===== src/rtl/comparator_4bit.sv =====
// Registered WIDTH-bit magnitude comparator slice with cascade inputs; one-cycle latency.
// Define COMPARATOR_SIGNED_EN to treat a/b as two's-complement (use on the MSB slice of a chain only).
module comparator_4bit #(
    parameter int WIDTH = 4
) (
    input  logic             clk,
    input  logic             rst,
    input  logic             in_valid,
    input  logic [WIDTH-1:0] a,
    input  logic [WIDTH-1:0] b,
    input  logic             gt_in,
    input  logic             eq_in,
    input  logic             lt_in,
    output logic             g,
    output logic             e,
    output logic             s,
    output logic             out_valid
);

`ifdef COMPARATOR_SIGNED_EN
    // Inverting both sign bits maps two's-complement order onto unsigned order.
    localparam logic [WIDTH-1:0] SIGN_FLIP = WIDTH'(1) << (WIDTH - 1);
`else
    localparam logic [WIDTH-1:0] SIGN_FLIP = '0;
`endif

    logic [WIDTH-1:0] w_a;
    logic [WIDTH-1:0] w_b;
    logic [WIDTH:0]   w_eq_above;
    logic [WIDTH-1:0] w_gt_bit;
    logic [WIDTH-1:0] w_lt_bit;
    logic             w_gt;
    logic             w_lt;
    logic             w_all_eq;
    logic             w_g;
    logic             w_e;
    logic             w_s;

    logic r_g;
    logic r_e;
    logic r_s;
    logic r_valid;

    assign w_a = a ^ SIGN_FLIP;
    assign w_b = b ^ SIGN_FLIP;

    // w_eq_above[i] is high when every bit at position >= i matches.
    assign w_eq_above[WIDTH] = 1'b1;

    genvar gi;
    generate
        for (gi = WIDTH - 1; gi >= 0; gi--) begin : g_bit
            assign w_eq_above[gi] = w_eq_above[gi+1] & ~(w_a[gi] ^ w_b[gi]);
            assign w_gt_bit[gi]   = w_eq_above[gi+1] &  w_a[gi] & ~w_b[gi];
            assign w_lt_bit[gi]   = w_eq_above[gi+1] & ~w_a[gi] &  w_b[gi];
        end
    endgenerate

    assign w_gt     = |w_gt_bit;
    assign w_lt     = |w_lt_bit;
    assign w_all_eq = w_eq_above[0];

    always_comb begin
        w_g = 1'b0;
        w_e = 1'b0;
        w_s = 1'b0;
        if (!w_all_eq) begin
            w_g = w_gt;
            w_s = w_lt;
        end else if (eq_in) begin
            w_e = 1'b1;
        end else if (gt_in) begin
            w_g = 1'b1;
        end else if (lt_in) begin
            w_s = 1'b1;
        end else begin
            w_e = 1'b1;
        end
    end

    // Results hold while in_valid is low; only out_valid drops.
    always_ff @(posedge clk or posedge rst) begin
        if (rst) begin
            r_g     <= 1'b0;
            r_e     <= 1'b0;
            r_s     <= 1'b0;
            r_valid <= 1'b0;
        end else begin
            r_valid <= in_valid;
            if (in_valid) begin
                r_g <= w_g;
                r_e <= w_e;
                r_s <= w_s;
            end
        end
    end

    assign g         = r_g;
    assign e         = r_e;
    assign s         = r_s;
    assign out_valid = r_valid;

endmodule


===== config.mk =====
export PLATFORM = sky130hd
export DESIGN_NAME = comparator_4bit
export DESIGN_NICKNAME = d
export VERILOG_FILES = /design/src/rtl/comparator_4bit.sv
export SDC_FILE = /design/constraint.sdc
export NUM_CORES = 1
export LEC_CHECK = 0
export BUFFER_PORTS_ARGS = -buffer_cell sky130_fd_sc_hd__buf_4
export CORE_AREA = 2 2 39 41
export DETAILED_ROUTE_END_ITERATION = 16
export DIE_AREA = 0 0 41 43
export SYNTH_ARGS = -nofsm -noshare
export SYNTH_HDL_FRONTEND = slang
export SYNTH_SLANG_ARGS = --single-unit

===== constraint.sdc =====
create_clock -name clk -period 3 [get_ports clk]
set_clock_uncertainty 0.2 [all_clocks]
set_input_delay 0.3 -clock clk [delete_from_list [all_inputs] [get_ports clk]]
set_output_delay 0.3 -clock clk [all_outputs]
set_load 0.01 [all_outputs]

==> results.tsv, run 1 <==
metric	value	unit
count of cell types in the netlist	24	
Critical Path RT	2910	ps
Synthesis Warnings	0	
htree depth	1	
sequential share of the synthesized area	0.299	
WL final	709	µm
clock root cell	clkbuf_4	
Clk pin slew, worst setup/hold paths	30	ps
top post-synthesis cells by area	dfrtp_1 30%, ha_1 7.5%, inv_1 6.7%	
filler cell count in the final layout	143	
Post-synth EDFFs	0	
dpl cells	71	
site row count	14	
share of flip-flops with an asynchronous set or reset	1.00	
fin util	0.373	
Die H	43	µm
DR vias	342	
1st-pass router iterations	2	
buffer levels on the longest clock path	2	
Startpoint Class	input pin	
fmax	0.589	GHz
initial antenna violation count	0	
CP Max Fanout	5	
P_leak	0.252	nW
Final ANT Viol Nets	0	
max cap viols	0	
Avg Synthesized Cell Area	8.82	µm²
crit share post-route	0.566	
setup repair bufs after CTS	0	
Final Hold Slack	49.3	ps
Commonest cells post-synth	6 x inv_1, 4 x dfrtp_1	
largest net degree at the start of global routing	10	
dpl hpwl	596	µm
Area Growth Syn to Fin	53.7	%
vias in the first global route	284	
Vias/cell	4.56	
I/O Buffers	17	
most numerous cell in the Yosys netlist	inv_1	
Tot Pwr	0.187	mW
dominant synthesized flop cell	dfrtp_1	
Net count, final	77	
nature of the critical path endpoint	flop	
drc violations	0	
slew margin rel.	0.785	
Power Dens Cells	362	nW/µm²
CTS sink cnt	4	
WL/cell	9.45	µm
critical path class	in -> reg	
Initial Util	0.242	
first-pass GRT wire length	1040	µm
CTS tree	built	
number of diodes	0	
Clock Latency Late Sink	230	ps
GPL Wtd Cong	0.698	
CTS buffer count	3	
Yosys top cell area share	0.299	
Final Max Slew Viols	0	
Hold Path Class	in -> reg	
GRT overflow	0	
Crit path arrival time	1610	ps
DRT iter0 DRCs	3	
Worst-Margin Slew	321	ps
fin crit period	1700	ps
Synth Register Bits	4	
Peak supply drop	117	µV
final std cells w/o fill	75	
status	complete, no violations	
setup_tns	0	ps
Final Hold Vio Count	0	
Post-Syn Area	335	µm²
core area	1380	µm²
overall global routing resource usage	0.0891	
post-synth top area cell	dfrtp_1	
Net Count, Synth	54	
Final setup viols	0	
Mapped Cells	38	
Chip Width	41	µm
share of cells above drive strength 1	0.390	
RSZ-0062 raised after global routing	false	
io pins	18	
total die area	1760	µm²
==> sequential cells by signal, indices dropped and copies added, names as in the netlist <==
register,count
g,1
e,1
s,1
out_valid,1
==> power by group <==
| group | internal, mW | switching, mW |
|---|---|---|
| Combinational | 0.0345 | 0.0243 |
| Clock | 0.0447 | 0.0212 |
| Sequential | 0.0596 | 0.00243 |
==> repair_timing <==
action,in CTS,in global routing
hold buffers,1,0
gates resized for setup,0,0
hold endpoints to repair,4,0
==> per-stage QoR <==
stage / setup WS, ps / area, µm²
floorplan: 1260 / 335
global placement: 1090 / 483
detailed placement: 1050 / 483
CTS: 1290 / 515
global route: 1210 / 515
finish: 1300 / 515
==> worst max-delay path, cell delays in order <==
cell	delay (ps)
buf_4	80
inv_1	30
ha_1	340
and3b_2	230
a311oi_1	330
a31oi_1	120
and3_1	180
==> layer usage <==
metal	vias to the layer above	part of all wire	global-route usage
li1	180	-	-
met1	149	0.42	0.0924
met2	13	0.47	0.138
met3	0	0.11	0.0366
met4	0	0	0.0600
met5	-	0	0
==> worst paths after layout <==
path	startpoint	endpoint	slack, ps	depth (start not counted)
setup / recovery	a[3]	s	1300	7
hold / removal	in_valid	out_valid	50	1
setup reg to reg	s	s	2010	3
hold reg to reg	e	e	340	2
max in group asynchronous	rst	out_valid	2130	3
min in group asynchronous	rst	g	320	3
==> cell usage in the layout, fill, tap and decap left out, types with 2 or more instances in the layout <==
cell type / netlist / routed
nand2b_1: 2 / 2
nor2_1: 2 / 2
o21ai_0: 2 / 2
clkbuf_4: 0 / 3
buf_4: 0 / 17
inv_1: 6 / 6
nor2b_1: 2 / 2
xnor2_1: 2 / 2
dfrtp_1: 4 / 4
ha_1: 2 / 2
==> final cells by class <==
cell class	instances	area (µm²)	area share
Multi-Input combinational cell	28	213	0.413
Timing Repair Buffer	18	138	0.267
Sequential cell	4	100	0.194
Clock buffer	3	22.5	0.0437
Inverter	6	22.5	0.0437
Tap cell	16	20.0	0.0388
==> cells by family (layout without fill, tap and decap cells) <==
| family | count (synthesis) | in the layout | share of synthesized area |
|---|---|---|---|
| AOI/OAI and AO/OA | 9 | 9 | 0.202 |
| xor gates and xnor gates | 2 | 2 | 0.0522 |
| adders and majority gates | 2 | 2 | 0.0746 |
| buffers and inverters | 6 | 27 | 0.0672 |
| DFF | 4 | 4 | 0.299 |
| and+or+nand+nor | 15 | 15 | 0.306 |
(Power assumes the default switching activity.)
==> run 2, diff against run 1 <==
ABC_AREA = 1   (was unset)
clock period = 1.57 ns   (was 3 ns; I/O delays follow)
==> results.tsv, run 2 <==
metric	value	unit	change
site row count	14		unchanged
buffer levels on the longest clock path	2		unchanged
sequential share of the synthesized area	0.268		-0.0309
DRT iter0 DRCs	2		-1
slew margin rel.	0.818		+0.0335
CP Max Fanout	5		unchanged
post-synth top area cell	dfrtp_1		
Post-synth EDFFs	0		unchanged
Place WS	89.5	ps	-960 ps
1st-pass router iterations	4		+2
dpl hpwl	653	µm	+9.7%
Power Dens Cells	658	nW/µm²	+82%
RR Endpoint	g		
CTS tree	built		
DR vias	406		+19%
number of buffer and inverter stages on the critical path	2		unchanged
Net Count, Synth	73		+35%
RSZ-0062 raised after global routing	false		
CTS buffer count	3		unchanged
top post-synthesis cells by area	dfrtp_1 27%, nand2_1 18%, inv_1 10%		
met3 usage	0.0157		-0.0209
grt met1 use	0.0990		+0.00668
hold_sp	lt_in		
crit-path most repeated cell	nand2_1		
most numerous cell in the Yosys netlist	nand2_1		
htree depth	1		unchanged
Vias/cell	4.27		-6.3%
Crit path arrival time	1160	ps	-450 ps
I/O Buffers	17		unchanged
CP max stage delay	350	ps	about the same
largest net degree at the start of global routing	6		-4
dominant synthesized flop cell	dfrtp_1		
Final Max Slew Viols	0		unchanged
Final setup viols	0		unchanged
GR Util met2	0.188		+0.0500
GRT overflow	0		unchanged
Levels on crit path	10		+3
GPL Wtd Cong	0.661		-5.3%
Synth Register Bits	4		unchanged
Hold Path Class	in -> reg		
Final ANT Viol Nets	0		unchanged
vias in the first global route	387		+36%
hold path cells	4		+3
fin crit period	1240	ps	
Mapped Cells	57		+50%
most frequent cells in the layout	18 x nand2_1, 17 x buf_4, 10 x inv_1		
Commonest cells post-synth	18 x nand2_1, 10 x inv_1, 5 x nand3_1, 5 x nor2_1, 4 x dfrtp_1		
Startpoint Class	input pin		
filler cell count in the final layout	167		+17%
worst r2r src	g		
Cell Chain, Critical Path	buf_4 > inv_1 > ha_1 > nand2_2 > nor2_4 > nand3_1 > nand2_1 > nand3_1 > nand2_1 > nand2_1		
WL/cell	7.89	µm	-16%
CP max stage cell	ha_1		
post-CTS sizing	0		unchanged
setup_tns	0	ps	unchanged
Net count, final	97		+26%
Peak supply drop	145	µV	+24%
io pins	18		unchanged
CTS sink cnt	4		unchanged
Tot Pwr	0.371	mW	+99%
Synthesis Warnings	0		unchanged
nature of the critical path endpoint	flop		
hold endpoint	e		
initial antenna violation count	0		unchanged
total die area	1760	µm²	unchanged
share of cells above drive strength 1	0.329		-0.0607
Critical Path RT	1490	ps	-1420 ps
setup repair bufs after CTS	0		unchanged
Final Hold Vio Count	0		unchanged
clock root cell	clkbuf_4		
fin worst setup slack	332	ps	-970 ps
core area	1380	µm²	unchanged
status	complete, no violations		
Area Growth Syn to Fin	50.8	%	
R2R Setup Slk	760	ps	-1250 ps
P_leak	0.318	nW	+26%
fmax	0.808	GHz	
Die H	43	µm	unchanged
number of diodes	0		unchanged
Initial Util	0.270		+0.0280
Avg Synthesized Cell Area	6.56	µm²	-26%
WL final	750	µm	+5.8%
Yosys top cell area share	0.268		-0.0309
share of flip-flops with an asynchronous set or reset	1.00		unchanged
depth of the most critical reg-to-reg path	2		-1
first-pass GRT wire length	1280	µm	+23%
overall global routing resource usage	0.106		+0.0171
Clk pin slew, worst setup/hold paths	40	ps	about the same
max cap viols	0		unchanged
crit share post-route	0.789		
Post-Syn Area	374	µm²	+12%
Chip Width	41	µm	unchanged
critical path class	in -> reg		
Clock Latency Late Sink	230	ps	about the same
count of cell types in the netlist	14		-42%
Hold Buf Count CTS	2		+1
most common cell after layout, fill and taps aside	nand2_1		
drc violations	0		unchanged
CP top delay family	simple AND/OR/NAND/NOR gates		
Top Usage Layer GRT	met2		
Worst-Margin Slew	271	ps	-49.4 ps
==> run 2: logic make-up (layout without fill, tap and decap cells) <==
logic type | Yosys count | count (layout) | synth area share
XOR/XNOR | 2 | 2 | 0.0669
adder cells (fa/ha/maj) | 2 | 2 | 0.0669
flip-flops | 4 | 4 | 0.268
AO/OA/AOI/OAI | 3 | 3 | 0.0468
AND/OR/NAND/NOR | 35 | 35 | 0.441
buffers and inverters | 11 | 33 | 0.110
==> run 2: power breakdown <==
part	internal (mW)	switching (mW)	total, mW
combinational	0.0646	0.0636	0.128
sequential	0.114	0.00434	0.118
clock	0.0853	0.0400	0.125
total	0.264	0.108	0.371
==> run 2: per-stage QoR <==
stage	hold WS, ps	instance area, µm²	cells	util
floorplan	-277	374	57	-
global placement	-150	522	90	0.377
detailed placement	-145	522	90	0.377
CTS	6.56	564	95	0.408
global route	25.2	564	95	0.408
finish	4.57	564	95	0.408
==> run 2: worst min-delay path, cell delays in order <==
cell	delay [ps]
buf_4	70
nand2_1	50
nand2_1	50
o21ai_1	60
==> run 2: final cells by class <==
| type | count | area, µm² | share of cell area |
|---|---|---|---|
| inverter | 11 | 41.3 | 0.0732 |
| tap | 16 | 20.0 | 0.0355 |
| sequential | 4 | 100 | 0.177 |
| clock buffer | 3 | 22.5 | 0.0399 |
| timing repair buffer | 19 | 148 | 0.262 |
| multi-input combinational | 42 | 233 | 0.412 |
==> run 2: metal layers <==
layer	part of all wire	wire length [µm]
met1	0.38	284
met2	0.53	395
met3	0.056	42
met4	0.036	27
met5	0	0
==> run 2: worst max path at each step <==
stage	start	to	slack, ps
2_1_floorplan	a[3]	s	280
3_3_place_gp	a[3]	s	110
3_5_place_dp	a[3]	s	90
4_1_cts	a[3]	s	330
5_1_grt	a[3]	s	200
6_report	a[3]	s	330
==> run 3, diff against run 2 <==
ABC_AREA = 0   (was 1)
clock period = 1.1 ns   (was 1.57 ns; I/O delays follow)
==> results.tsv, run 3 (same netlist as run 1, synthesis figures left out) <==
metric	value	unit	change
Peak supply drop	224	µV	+54%
R2R Setup Slk	110	ps	-650 ps
GPL Wtd Cong	0.753		+14%
core area	1380	µm²	unchanged
first-pass GRT wire length	1360	µm	+5.9%
Vias/cell	4.74		+11%
fmax	0.801	GHz	
Tot Pwr	0.564	mW	+52%
largest net degree at the start of global routing	7		+1
crit share post-route	1.13		
hold_sp	lt_in		
Levels on crit path	6		-4
RSZ-0062 raised after global routing	true		
max cap viols	0		unchanged
depth of the most critical reg-to-reg path	3		+1
CP top delay family	simple AND/OR/NAND/NOR gates		
Cell Chain, Critical Path	buf_6 > ha_4 > and3b_2 > a311oi_2 > nand4b_1 > and3_1		
site row count	14		unchanged
worst r2r src	s		
status	finished, violations left		
drc violations	0		unchanged
Hold Path Class	in -> reg		
Die H	43	µm	unchanged
GRT overflow	0		unchanged
I/O Buffers	17		unchanged
critical path class	in -> reg		
Initial Util	0.242		-0.0280
CTS buffer count	3		unchanged
Worst-Margin Slew	250	ps	-21.1 ps
number of diodes	0		unchanged
Clk pin slew, worst setup/hold paths	40	ps	about the same
Routed met2 length	495	µm	+25%
violated checks	negative setup slack		
nature of the critical path endpoint	flop		
dpl cells	74		-18%
Place WS	-434	ps	-524 ps
CP max stage delay	230	ps	-120 ps
fin util	0.448		+0.0407
P_leak	0.312	nW	-1.8%
initial antenna violation count	0		unchanged
overall global routing resource usage	0.117		+0.0110
Net count, final	83		-14%
Area Growth Syn to Fin	85.1	%	
vias in the first global route	360		-7.0%
Critical path origin	b[3]		
Final Hold Vio Count	0		unchanged
Power Dens Cells	908	nW/µm²	+38%
RR Endpoint	s		
final std cells w/o fill	81		-15%
fin crit period	1250	ps	
htree depth	1		unchanged
Crit path arrival time	1170	ps	about the same
Final ANT Viol Nets	0		unchanged
setup_tns	-220	ps	-220 ps
most common cell after layout, fill and taps aside	buf_4		
slew margin rel.	0.833		+0.0149
fin worst setup slack	-148	ps	-480 ps
Startpoint Class	input pin		
Clock Latency Late Sink	240	ps	about the same
Final setup viols	2		+2
CP max stage cell	ha_4		
DRT iter0 DRCs	3		+1
number of buffer and inverter stages on the critical path	1		-1
WL met1	322	µm	+13%
Final Max Slew Viols	0		unchanged
Chip Width	41	µm	unchanged
DR vias	384		-5.4%
Critical Path RT	1020	ps	-470 ps
buffer levels on the longest clock path	2		unchanged
metal3 WL	70	µm	+67%
total die area	1760	µm²	unchanged
WL/cell	11.3	µm	+44%
hold path cells	4		unchanged
most frequent cells in the layout	19 x buf_4, 5 x inv_1, 4 x dfrtp_1		
end point of the critical path	s		
Top Metal Used	met4		
CTS sink cnt	4		unchanged
1st-pass router iterations	3		-1
WL final	919	µm	+23%
io pins	18		unchanged
clock root cell	clkbuf_4		
CP Max Fanout	3		-2
CTS tree	built		
share of cells above drive strength 1	0.508		+0.179
-- run 3: changes by cell type in the layout (fill, tap and decap cells not counted), sizes merged, moves of 2 or more --
cell	change
and3	+2
buf	+4
dlymetal6s4s	+2
inv	-5
nand2	-20
nand2b	+2
nand3	-4
nand4	-3
nor2	-5
nor2b	+2
-- run 3: worst register-to-register path, delay by kind of cell (launching register included) --
| family | cells | cell delay [ps] |
|---|---|---|
| compound gates | 1 | 40 |
| flops | 1 | 380 |
| simple gates | 2 | 260 |
-- run 3: per-layer routing --
metal | global-route usage | vias to the layer above
met2 | 0.203 | 16
li1 | - | 191
met5 | 0 | -
met4 | 0.0800 | 0
met3 | 0.0366 | 5
met1 | 0.105 | 172
-- run 3: through the flow --
| step | hold WS [ps] | instance area (µm²) |
|---|---|---|
| detailed placement | -187 | 527 |
| floorplan | -324 | 357 |
| global placement | -193 | 527 |
| finish | 3.13 | 621 |
| global route | 51.3 | 621 |
| CTS | 31.0 | 594 |
-- run 3: worst min-delay path by stage --
stage | end | slack [ps]
after CTS | e | 30
final | e | 3
after detailed placement | out_valid | -190
after global placement | out_valid | -190
after floorplan | e | -320
after global routing | e | 50
-- run 3: where the power goes --
group / internal, mW / switching [mW] / total, mW
Combinational: 0.126 / 0.0818 / 0.207
Clock: 0.122 / 0.0642 / 0.187
Sequential: 0.163 / 0.00712 / 0.170
Total: 0.411 / 0.153 / 0.564
-- run 3: final cells by class --
type                            instances  area, µm²
Clock buffer                            3       22.5
Fill cell                             142        763
Inverter                                6       25.0
Multi-Input combinational cell         28        253
Sequential cell                         4        100
Tap cell                               16       20.0
Timing Repair Buffer                   24        200
-- run 3: what timing repair did --
| action | 4_1_cts | 5_1_grt |
|---|---|---|
| hold buffers | 3 | 0 |
| pin swaps | 2 | 3 |
| gates resized for setup | 2 | 6 |
| endpoints found under the hold margin | 7 | 0 |
| setup endpoints to repair | 2 | 3 |
| setup buffers | 1 | 0 |
